<file path="src/rtl/path_addr_sched_pkg.sv">
// path_addr_sched_pkg: shared constants for the ORAM path-access scheduler.
//   - Parameter defaults for the PathORAM tree geometry and DRAM burst layout.
//   - FSM state encodings (legacy-compatible localparams).
//   - Grant struct shared by the top and the arbiter.
//   - log2 / power-of-two helpers and the DDRAWidth sanity check.
package path_addr_sched_pkg;

  localparam int unsigned ORAML_DEF          = 10;
  localparam int unsigned BURSTS_PER_BKT_DEF = 4;
  localparam int unsigned DDRA_WIDTH_DEF     = 28;

  localparam logic [1:0] StIdle  = 2'd0;
  localparam logic [1:0] StStart = 2'd1;
  localparam logic [1:0] StIssue = 2'd2;

  typedef struct packed {
    logic wr;
    logic rd;
  } grant_t;

  // Ceil log2 that yields 0 for 1 (a single burst needs no offset bits).
  function automatic int unsigned log2_ceil(input int unsigned v);
    return (v <= 1) ? 0 : $clog2(v);
  endfunction

  function automatic bit is_pow2(input int unsigned v);
    return (v != 0) && ((v & (v - 1)) == 0);
  endfunction

  // A burst address is {bucket index (ORAML+2 bits), burst offset}.
  function automatic bit ddra_width_ok(input int unsigned oraml, input int unsigned bursts,
                                       input int unsigned width);
    return width >= oraml + 2 + log2_ceil(bursts);
  endfunction

endpackage

</file>
<file path="src/rtl/path_addr_sched_if.sv">
// path_addr_sched_if: request, generator and DRAM-command signals of the path scheduler.
//   master: the scheduler (drives ready strobes, generator controls and commands).
//   slave : the surroundings (request sources, address generator, DRAM command sink).
interface path_addr_sched_if import path_addr_sched_pkg::*; #(
  parameter int unsigned ORAML     = ORAML_DEF,
  parameter int unsigned DDRAWidth = DDRA_WIDTH_DEF
);
  logic [ORAML-1:0]     rd_leaf;
  logic                 rd_valid;
  logic                 rd_ready;
  logic [ORAML-1:0]     wr_leaf;
  logic                 wr_valid;
  logic                 wr_ready;
  logic                 gen_start;
  logic                 gen_enable;
  logic [ORAML-1:0]     gen_leaf;
  logic [ORAML+1:0]     gen_bkt_idx;
  logic [DDRAWidth-1:0] cmd_addr;
  logic                 cmd_write;
  logic                 cmd_last;
  logic                 cmd_valid;
  logic                 cmd_ready;
  logic                 busy;

  modport master (
    input  rd_leaf, rd_valid, wr_leaf, wr_valid, gen_bkt_idx, cmd_ready,
    output rd_ready, wr_ready, gen_start, gen_enable, gen_leaf,
           cmd_addr, cmd_write, cmd_last, cmd_valid, busy
  );

  modport slave (
    output rd_leaf, rd_valid, wr_leaf, wr_valid, gen_bkt_idx, cmd_ready,
    input  rd_ready, wr_ready, gen_start, gen_enable, gen_leaf,
           cmd_addr, cmd_write, cmd_last, cmd_valid, busy
  );
endinterface

</file>
<file path="src/rtl/path_req_arb.sv">
// path_req_arb: 2-way arbiter between the read-path and writeback requesters.
//   rd_valid_i/wr_valid_i : request valids
//   accept_en_i           : scheduler can accept a request this cycle
//   grant_o               : one-hot grant; rd_ready_o/wr_ready_o mirror it as ready strobes
// Build option PATH_SCHED_RR_ARB_EN: round-robin on ties (adds clk/rst_n and a
// last-grant flop); otherwise read has fixed priority and the block is purely combinational.
module path_req_arb import path_addr_sched_pkg::*; (
`ifdef PATH_SCHED_RR_ARB_EN
  input  logic   clk,
  input  logic   rst_n,
`endif
  input  logic   rd_valid_i,
  input  logic   wr_valid_i,
  input  logic   accept_en_i,
  output grant_t grant_o,
  output logic   rd_ready_o,
  output logic   wr_ready_o
);

`ifdef PATH_SCHED_RR_ARB_EN
  // 1 = write was granted last; resets to write so the first tie goes to read.
  logic last_wr_q, last_wr_d;

  always_ff @(posedge clk or negedge rst_n) begin
    if (!rst_n) last_wr_q <= 1'b1;
    else        last_wr_q <= last_wr_d;
  end

  always_comb begin
    last_wr_d = last_wr_q;
    if (grant_o.rd || grant_o.wr) last_wr_d = grant_o.wr;
  end
`endif

  always_comb begin
    grant_o = '0;
    if (accept_en_i) begin
      if (rd_valid_i && wr_valid_i) begin
`ifdef PATH_SCHED_RR_ARB_EN
        grant_o.rd = last_wr_q;
        grant_o.wr = ~last_wr_q;
`else
        grant_o.rd = 1'b1;
`endif
      end else if (rd_valid_i) begin
        grant_o.rd = 1'b1;
      end else if (wr_valid_i) begin
        grant_o.wr = 1'b1;
      end
    end
  end

  assign rd_ready_o = grant_o.rd;
  assign wr_ready_o = grant_o.wr;

endmodule

</file>
<file path="src/rtl/path_addr_sched.sv">
// path_addr_sched: arbitrates read-path / writeback path requests, drives the bucket-head
// address generator (Start once, Enable once per bucket) and expands every bucket into
// BurstsPerBkt consecutive DRAM burst commands under a valid/ready handshake.
//   clk, rst_n : clock, asynchronous active-low reset (abandons any path in flight)
//   bus        : path_addr_sched_if.master (requests, generator control, DRAM commands, busy)
// Build option PATH_SCHED_RR_ARB_EN: round-robin arbitration instead of read priority.
module path_addr_sched import path_addr_sched_pkg::*; #(
  parameter int unsigned ORAML        = ORAML_DEF,
  parameter int unsigned BurstsPerBkt = BURSTS_PER_BKT_DEF,
  parameter int unsigned DDRAWidth    = DDRA_WIDTH_DEF
) (
  input logic               clk,
  input logic               rst_n,
  path_addr_sched_if.master bus
);

  localparam int unsigned LvlW       = $clog2(ORAML) + 1;
  localparam int unsigned BurstShift = log2_ceil(BurstsPerBkt);
  localparam int unsigned BurstW     = (BurstShift == 0) ? 1 : BurstShift;
  localparam logic [LvlW-1:0]   LvlLast   = LvlW'(ORAML);
  localparam logic [BurstW-1:0] BurstLast = BurstW'(BurstsPerBkt - 1);

  if (!ddra_width_ok(ORAML, BurstsPerBkt, DDRAWidth)) begin : g_bad_ddra_width
    $error("path_addr_sched: DDRAWidth too narrow for ORAML and BurstsPerBkt");
  end
  if (!is_pow2(BurstsPerBkt)) begin : g_bad_bursts
    $error("path_addr_sched: BurstsPerBkt must be a power of two");
  end

  logic [1:0]       state_q, state_d;
  logic [LvlW-1:0]  lvl_q, lvl_d;
  logic [BurstW-1:0] burst_q, burst_d;
  logic             op_write_q, op_write_d;
  logic [ORAML-1:0] leaf_q, leaf_d;

  grant_t grant;
  logic   accept_en, is_issue, bkt_done, lvl_done, handshake;
  logic   gen_start, gen_enable;
  logic [DDRAWidth-1:0] addr;

  // Gating with rst_n keeps the ready strobes low while reset is held.
  assign accept_en = (state_q == StIdle) && rst_n;
  assign is_issue  = (state_q == StIssue);
  assign bkt_done  = (burst_q == BurstLast);
  assign lvl_done  = (lvl_q == LvlLast);
  assign handshake = is_issue && bus.cmd_ready;

  path_req_arb u_arb (
`ifdef PATH_SCHED_RR_ARB_EN
    .clk         (clk),
    .rst_n       (rst_n),
`endif
    .rd_valid_i  (bus.rd_valid),
    .wr_valid_i  (bus.wr_valid),
    .accept_en_i (accept_en),
    .grant_o     (grant),
    .rd_ready_o  (bus.rd_ready),
    .wr_ready_o  (bus.wr_ready)
  );

  always_ff @(posedge clk or negedge rst_n) begin
    if (!rst_n) begin
      state_q    <= StIdle;
      lvl_q      <= '0;
      burst_q    <= '0;
      op_write_q <= 1'b0;
      leaf_q     <= '0;
    end else begin
      state_q    <= state_d;
      lvl_q      <= lvl_d;
      burst_q    <= burst_d;
      op_write_q <= op_write_d;
      leaf_q     <= leaf_d;
    end
  end

  always_comb begin
    state_d    = state_q;
    lvl_d      = lvl_q;
    burst_d    = burst_q;
    op_write_d = op_write_q;
    leaf_d     = leaf_q;
    gen_start  = 1'b0;
    gen_enable = 1'b0;
    case (state_q)
      StIdle: begin
        if (grant.rd || grant.wr) begin
          leaf_d     = grant.rd ? bus.rd_leaf : bus.wr_leaf;
          op_write_d = grant.wr;
          state_d    = StStart;
        end
      end
      StStart: begin
        gen_start = 1'b1;
        lvl_d     = '0;
        burst_d   = '0;
        state_d   = StIssue;
      end
      StIssue: begin
        if (handshake) begin
          if (!bkt_done) begin
            burst_d = burst_q + BurstW'(1);
          end else begin
            // Bucket finished: advance the generator to the next level.
            burst_d    = '0;
            gen_enable = 1'b1;
            if (lvl_done) state_d = StIdle;
            else          lvl_d   = lvl_q + LvlW'(1);
          end
        end
      end
      default: state_d = StIdle;
    endcase
  end

  // Bucket head scaled to bursts, burst offset in the low bits.
  assign addr = (DDRAWidth'(bus.gen_bkt_idx) << BurstShift) | DDRAWidth'(burst_q);

  assign bus.gen_start  = gen_start;
  assign bus.gen_enable = gen_enable;
  assign bus.gen_leaf   = leaf_q;
  assign bus.cmd_valid  = is_issue;
  assign bus.cmd_write  = is_issue && op_write_q;
  assign bus.cmd_last   = is_issue && lvl_done && bkt_done;
  assign bus.cmd_addr   = is_issue ? addr : '0;
  assign bus.busy       = (state_q != StIdle);

`ifndef SYNTHESIS
  // The generator may only move its bucket index right after an Enable pulse.
  bkt_idx_stable_a: assert property (@(posedge clk) disable iff (!rst_n)
    (is_issue && $past(is_issue) && !$past(gen_enable)) |-> $stable(bus.gen_bkt_idx));
  start_enable_excl_a: assert property (@(posedge clk) disable iff (!rst_n)
    !(gen_start && gen_enable));
`endif

endmodule

</file>
<file path="src/flat_wrapper.sv">
// flat-port wrapper written by rule: the top's interface ports become plain ports
module path_addr_sched_flat import path_addr_sched_pkg::*;
#(
  parameter int unsigned ORAML        = ORAML_DEF,
  parameter int unsigned BurstsPerBkt = BURSTS_PER_BKT_DEF,
  parameter int unsigned DDRAWidth    = DDRA_WIDTH_DEF
)
  (clk, rst_n, bus_rd_leaf, bus_rd_valid, bus_wr_leaf, bus_wr_valid, bus_gen_bkt_idx, bus_cmd_ready, bus_rd_ready, bus_wr_ready, bus_gen_start, bus_gen_enable, bus_gen_leaf, bus_cmd_addr, bus_cmd_write, bus_cmd_last, bus_cmd_valid, bus_busy);
  path_addr_sched_if #(.ORAML(ORAML), .DDRAWidth(DDRAWidth)) bus_i ();
  input logic clk;
  input logic rst_n;
  input wire logic [$bits(bus_i.rd_leaf)-1:0] bus_rd_leaf;
  input wire logic [$bits(bus_i.rd_valid)-1:0] bus_rd_valid;
  input wire logic [$bits(bus_i.wr_leaf)-1:0] bus_wr_leaf;
  input wire logic [$bits(bus_i.wr_valid)-1:0] bus_wr_valid;
  input wire logic [$bits(bus_i.gen_bkt_idx)-1:0] bus_gen_bkt_idx;
  input wire logic [$bits(bus_i.cmd_ready)-1:0] bus_cmd_ready;
  output wire logic [$bits(bus_i.rd_ready)-1:0] bus_rd_ready;
  output wire logic [$bits(bus_i.wr_ready)-1:0] bus_wr_ready;
  output wire logic [$bits(bus_i.gen_start)-1:0] bus_gen_start;
  output wire logic [$bits(bus_i.gen_enable)-1:0] bus_gen_enable;
  output wire logic [$bits(bus_i.gen_leaf)-1:0] bus_gen_leaf;
  output wire logic [$bits(bus_i.cmd_addr)-1:0] bus_cmd_addr;
  output wire logic [$bits(bus_i.cmd_write)-1:0] bus_cmd_write;
  output wire logic [$bits(bus_i.cmd_last)-1:0] bus_cmd_last;
  output wire logic [$bits(bus_i.cmd_valid)-1:0] bus_cmd_valid;
  output wire logic [$bits(bus_i.busy)-1:0] bus_busy;
  assign bus_i.rd_leaf = bus_rd_leaf;
  assign bus_i.rd_valid = bus_rd_valid;
  assign bus_i.wr_leaf = bus_wr_leaf;
  assign bus_i.wr_valid = bus_wr_valid;
  assign bus_i.gen_bkt_idx = bus_gen_bkt_idx;
  assign bus_i.cmd_ready = bus_cmd_ready;
  assign bus_rd_ready = bus_i.rd_ready;
  assign bus_wr_ready = bus_i.wr_ready;
  assign bus_gen_start = bus_i.gen_start;
  assign bus_gen_enable = bus_i.gen_enable;
  assign bus_gen_leaf = bus_i.gen_leaf;
  assign bus_cmd_addr = bus_i.cmd_addr;
  assign bus_cmd_write = bus_i.cmd_write;
  assign bus_cmd_last = bus_i.cmd_last;
  assign bus_cmd_valid = bus_i.cmd_valid;
  assign bus_busy = bus_i.busy;
  path_addr_sched #(.ORAML(ORAML), .BurstsPerBkt(BurstsPerBkt), .DDRAWidth(DDRAWidth)) u_core (.clk(clk), .rst_n(rst_n), .bus(bus_i));
endmodule
</file>
<file path="config.mk">
export PLATFORM = sky130hd
export DESIGN_NAME = path_addr_sched_flat
export DESIGN_NICKNAME = d
export VERILOG_FILES = /design/src/rtl/path_addr_sched_pkg.sv /design/src/rtl/path_addr_sched_if.sv /design/src/rtl/path_req_arb.sv /design/src/rtl/path_addr_sched.sv /design/src/flat_wrapper.sv
export SDC_FILE = /design/constraint.sdc
export NUM_CORES = 1
export LEC_CHECK = 0
export ABC_AREA = 1
export CAP_MARGIN = 20
export CORE_ASPECT_RATIO = 1.25
export CORE_UTILIZATION = 30
export CTS_BUF_LIST = sky130_fd_sc_hd__clkbuf_16
export CTS_CLUSTER_SIZE = 14
export DETAILED_ROUTE_END_ITERATION = 16
export PLACE_DENSITY_LB_ADDON = 0.08
export SLEW_MARGIN = 25
export SYNTH_ARGS = -nofsm -noshare
export SYNTH_HDL_FRONTEND = slang
export SYNTH_SLANG_ARGS = --single-unit
export TNS_END_PERCENT = 50
</file>
<file path="constraint.sdc">
create_clock -name clk -period 1.2 [get_ports clk]
set_clock_uncertainty 0.05 [all_clocks]
set_input_delay 0.36 -clock clk [delete_from_list [all_inputs] [get_ports clk]]
set_output_delay 0.36 -clock clk [all_outputs]
set_load 0.005 [all_outputs]
</file>
==> run metrics <==
outcome finished with violations; violated checks setup timing; placement row count 26; hold-fix buffer count after cts 0; delay of the slowest cell on the worst path 410 ps; area of combinational cells with multiple inputs 786 um^2; H-tree Lvls 1; via count 1534; most frequent cell after synthesis nand2_1; YS warnings 0; ratio of total power to cell area 1960 mW/mm^2; switching portion of total power 37.3%; critical path endpoint category output pin; library cells used by synthesis 21; critical path start-end classification register to output pin; HPWL after detailed placement 2750 um; Inserted Clock Buffers 3; CP Data Arrival Time 1320 ps; busiest layer in global routing met2; sinks on the clock net 20; max_cap viols 0; post-synth top area share 37.8%; Area Growth Syn to Fin 96.0%; worst hold-check path type input port to async pin; number of max-slew violations in the final report 0; final worst path period need 1730 ps; maximum net fanout on the critical path 4; share of async-settable or async-resettable flops after synthesis 100%; dominant cells by area after synthesis dfrtp_1 38%, nand2_1 19%, buf_4 8.5%; flip-flop and latch count after synthesis 20; final worst-path setup slack -528 ps; RSZ-0062 raised after global routing true; global-route track usage on met1 17.8%; Clock Root Buffer clkbuf_16; met2 demand-to-capacity share in global routing 31.0%; Fmax achieved a little under 600 MHz; total net switching power 1.90 mW; Antenna diodes 0; number of global-route vias before repair ~1400; CTS tree built; most used flip-flop cell after synthesis dfrtp_1; crit path cell chain inv_2 > nor2_4 > buf_12 > nand3_4 > nor2_2 > buf_2; global-route wire length before repair around 6000 um; Worst Hold Margin 285 ps; slowest library cell on the worst path dfrtp_1; floorplan die width between 60 and 70 um; pin count of the biggest net entering global routing 19; number of remaining DRC errors 0; ratio of final minimum period to clock period 144%; largest area contributor in the synthesized netlist dfrtp_1; Vias per Instance ~4.2; Final #Nets 351; leading cell types by count after synthesis 67 x nand2_1, 25 x inv_1, 20 x dfrtp_1, 19 x nand3_1, 19 x nor2_1; leakage 1.41 nW; buffer and inverter count on the worst path 3; violation count after the first detailed-route iteration 26; register share of total power 22.0%; peak ir drop on the vdd network 0.743 mV; maximum number of buffers from clock root to sink 2; FF/Latch Area 502 um^2; Worst setup SP type register; starting utilization of the core area 31.8%; fraction of layout instances using a drive strength above 1 40.1%; clock-pin slew of the registers on the worst-case setup and hold paths 50 ps; met3 track demand over resource in global routing 3.40%; syn_area_per_cell 6.79 um^2; worst slack at placement -831 ps; area of the core 0.00416 mm^2; worst skew pair latency 250 ps; combined area of all synthesized cells 0.00133 mm^2; global-route congestion overflow total 0; average wire length per cell after detail routing approximately 11 um; overall power of the completed layout 5.09 mW; die area 0.00469 mm^2; number of I/O port buffers 68; antenna violations before repair 0; combinational cell fraction of total power 64.8%; Vert. Die Dim 76.3 um; sum of routed wire length over all layers roughly 4000 um; EDFF count, synth 0; required arrival time at the worst endpoint 790 ps; TritonRoute pass-1 iters 3; power share of the clock group 13.2%; post-route ant nets 0; Post-Synthesis Cells around 200; io pins between 80 and 90; number of hold violations in the final report 0; fillers 424; Final setup viols 42; largest delay contributor family on the critical path flip-flops; GRT Total Usage 16.6%; Setup TNS -16260 ps; internal power 3.19 mW; portion of the post-synthesis area used by sequential elements 37.8%; Routability Congestion 0.727
-- power groups by stage --
stage	clock, mW	combinational, mW	sequential [mW]
2_1_floorplan	0	1.10	1.13
3_3_place_gp	0	2.52	1.11
3_5_place_dp	0	2.54	1.11
4_1_cts	0.693	2.97	1.12
5_1_grt	0.721	3.58	1.15
6_report	0.672	3.30	1.12
-- worst reg2reg max path: stages (launching register included) --
cell     delay [ps]
dfrtp_1         410
inv_2            70
nor2_4          190
buf_12          150
nand3_4          70
buf_4           140
buf_6           100
buf_6           120
nand3_4          90
nand2_1          60
o21ai_1          70
-- placed cells by master, fill, tap and decap left out, types with 4 or more instances in the layout --
cell / Yosys / final
inv_2: 3 / 6
inv_1: 25 / 21
nor2_2: 1 / 11
clkbuf_2: 1 / 6
nand2_1: 67 / 62
dfrtp_1: 20 / 19
buf_2: 4 / 21
clkdlybuf4s50_1: 0 / 33
nand3_1: 19 / 15
buf_6: 1 / 21
o21ai_1: 1 / 6
buf_4: 15 / 27
nor2_1: 19 / 4
nand3_4: 0 / 5
nor2_4: 1 / 6
conb_1: 1 / 14
-- path summary, 6_finish.rpt --
check / startpoint / cells after the start / to / slack, ps
worst max-delay path: u_core.state_q[1] / 6 / bus_cmd_last / -530
worst min-delay path: rst_n / 2 / u_core.bus.gen_leaf[6] / 280
worst max register to register: u_core.state_q[1] / 10 / u_core.lvl_q[0] / -390
worst min register to register: u_core.bus.gen_leaf[3] / 2 / u_core.bus.gen_leaf[3] / 460
max in group asynchronous: rst_n / 2 / u_core.state_q[0] / 490
min in group clk: u_core.bus.gen_leaf[3] / 2 / u_core.bus.gen_leaf[3] / 460
-- sequential cells by signal, indices dropped and copies added, names as in the netlist --
register and count:
u_core.state_q 2, u_core.burst_q 2, u_core.lvl_q 5, u_core.op_write_q 1
u_core.bus.gen_leaf 10
-- per-layer routing --
| metal | vias to the layer above | part of all wire, % |
|---|---|---|
| met5 | - | 0 |
| met4 | 0 | 1.0 |
| met3 | 6 | 5.3 |
| met2 | 49 | 57 |
| met1 | 683 | 37 |
| li1 | 796 | - |
-- cells by family after synthesis --
| logic type | Yosys count | synth area share [%] |
|---|---|---|
| AND/OR/NAND/NOR | 114 | 36.7 |
| buffers and inverters | 49 | 19.2 |
| flip-flops | 20 | 37.8 |
| AO/OA/AOI/OAI | 8 | 3.21 |
| adder cells (fa/ha/maj) | 3 | 2.83 |
| other | 1 | 0.283 |
-- per-stage QoR --
step	instances	utilization, %	area [um^2]
final	365	62.4	2600
after global routing	365	62.4	2600
after CTS	359	59.3	2470
after detailed placement	342	53.8	2240
after global placement	342	53.8	2240
after floorplan	208	-	1420
-- final cells by class --
class | instances | area share (%)
timing repair inverter | 1 | 0.241
tap | 56 | 2.70
inverter | 28 | 4.24
timing repair buffer | 117 | 40.4
multi-input combinational | 140 | 30.3
sequential | 20 | 19.3
clock buffer | 3 | 2.89
-- what timing repair did --
| action | 4_1_cts | 5_1_grt |
|---|---|---|
| gates cloned | 3 | 1 |
| pin swaps | 5 | 5 |
| setup buffers | 11 | 6 |
| endpoints found under the hold margin | 0 | 0 |
| endpoints found under the setup margin | 51 | 49 |
| gates resized for setup | 153 | 37 |
(Power assumes the default switching activity.)
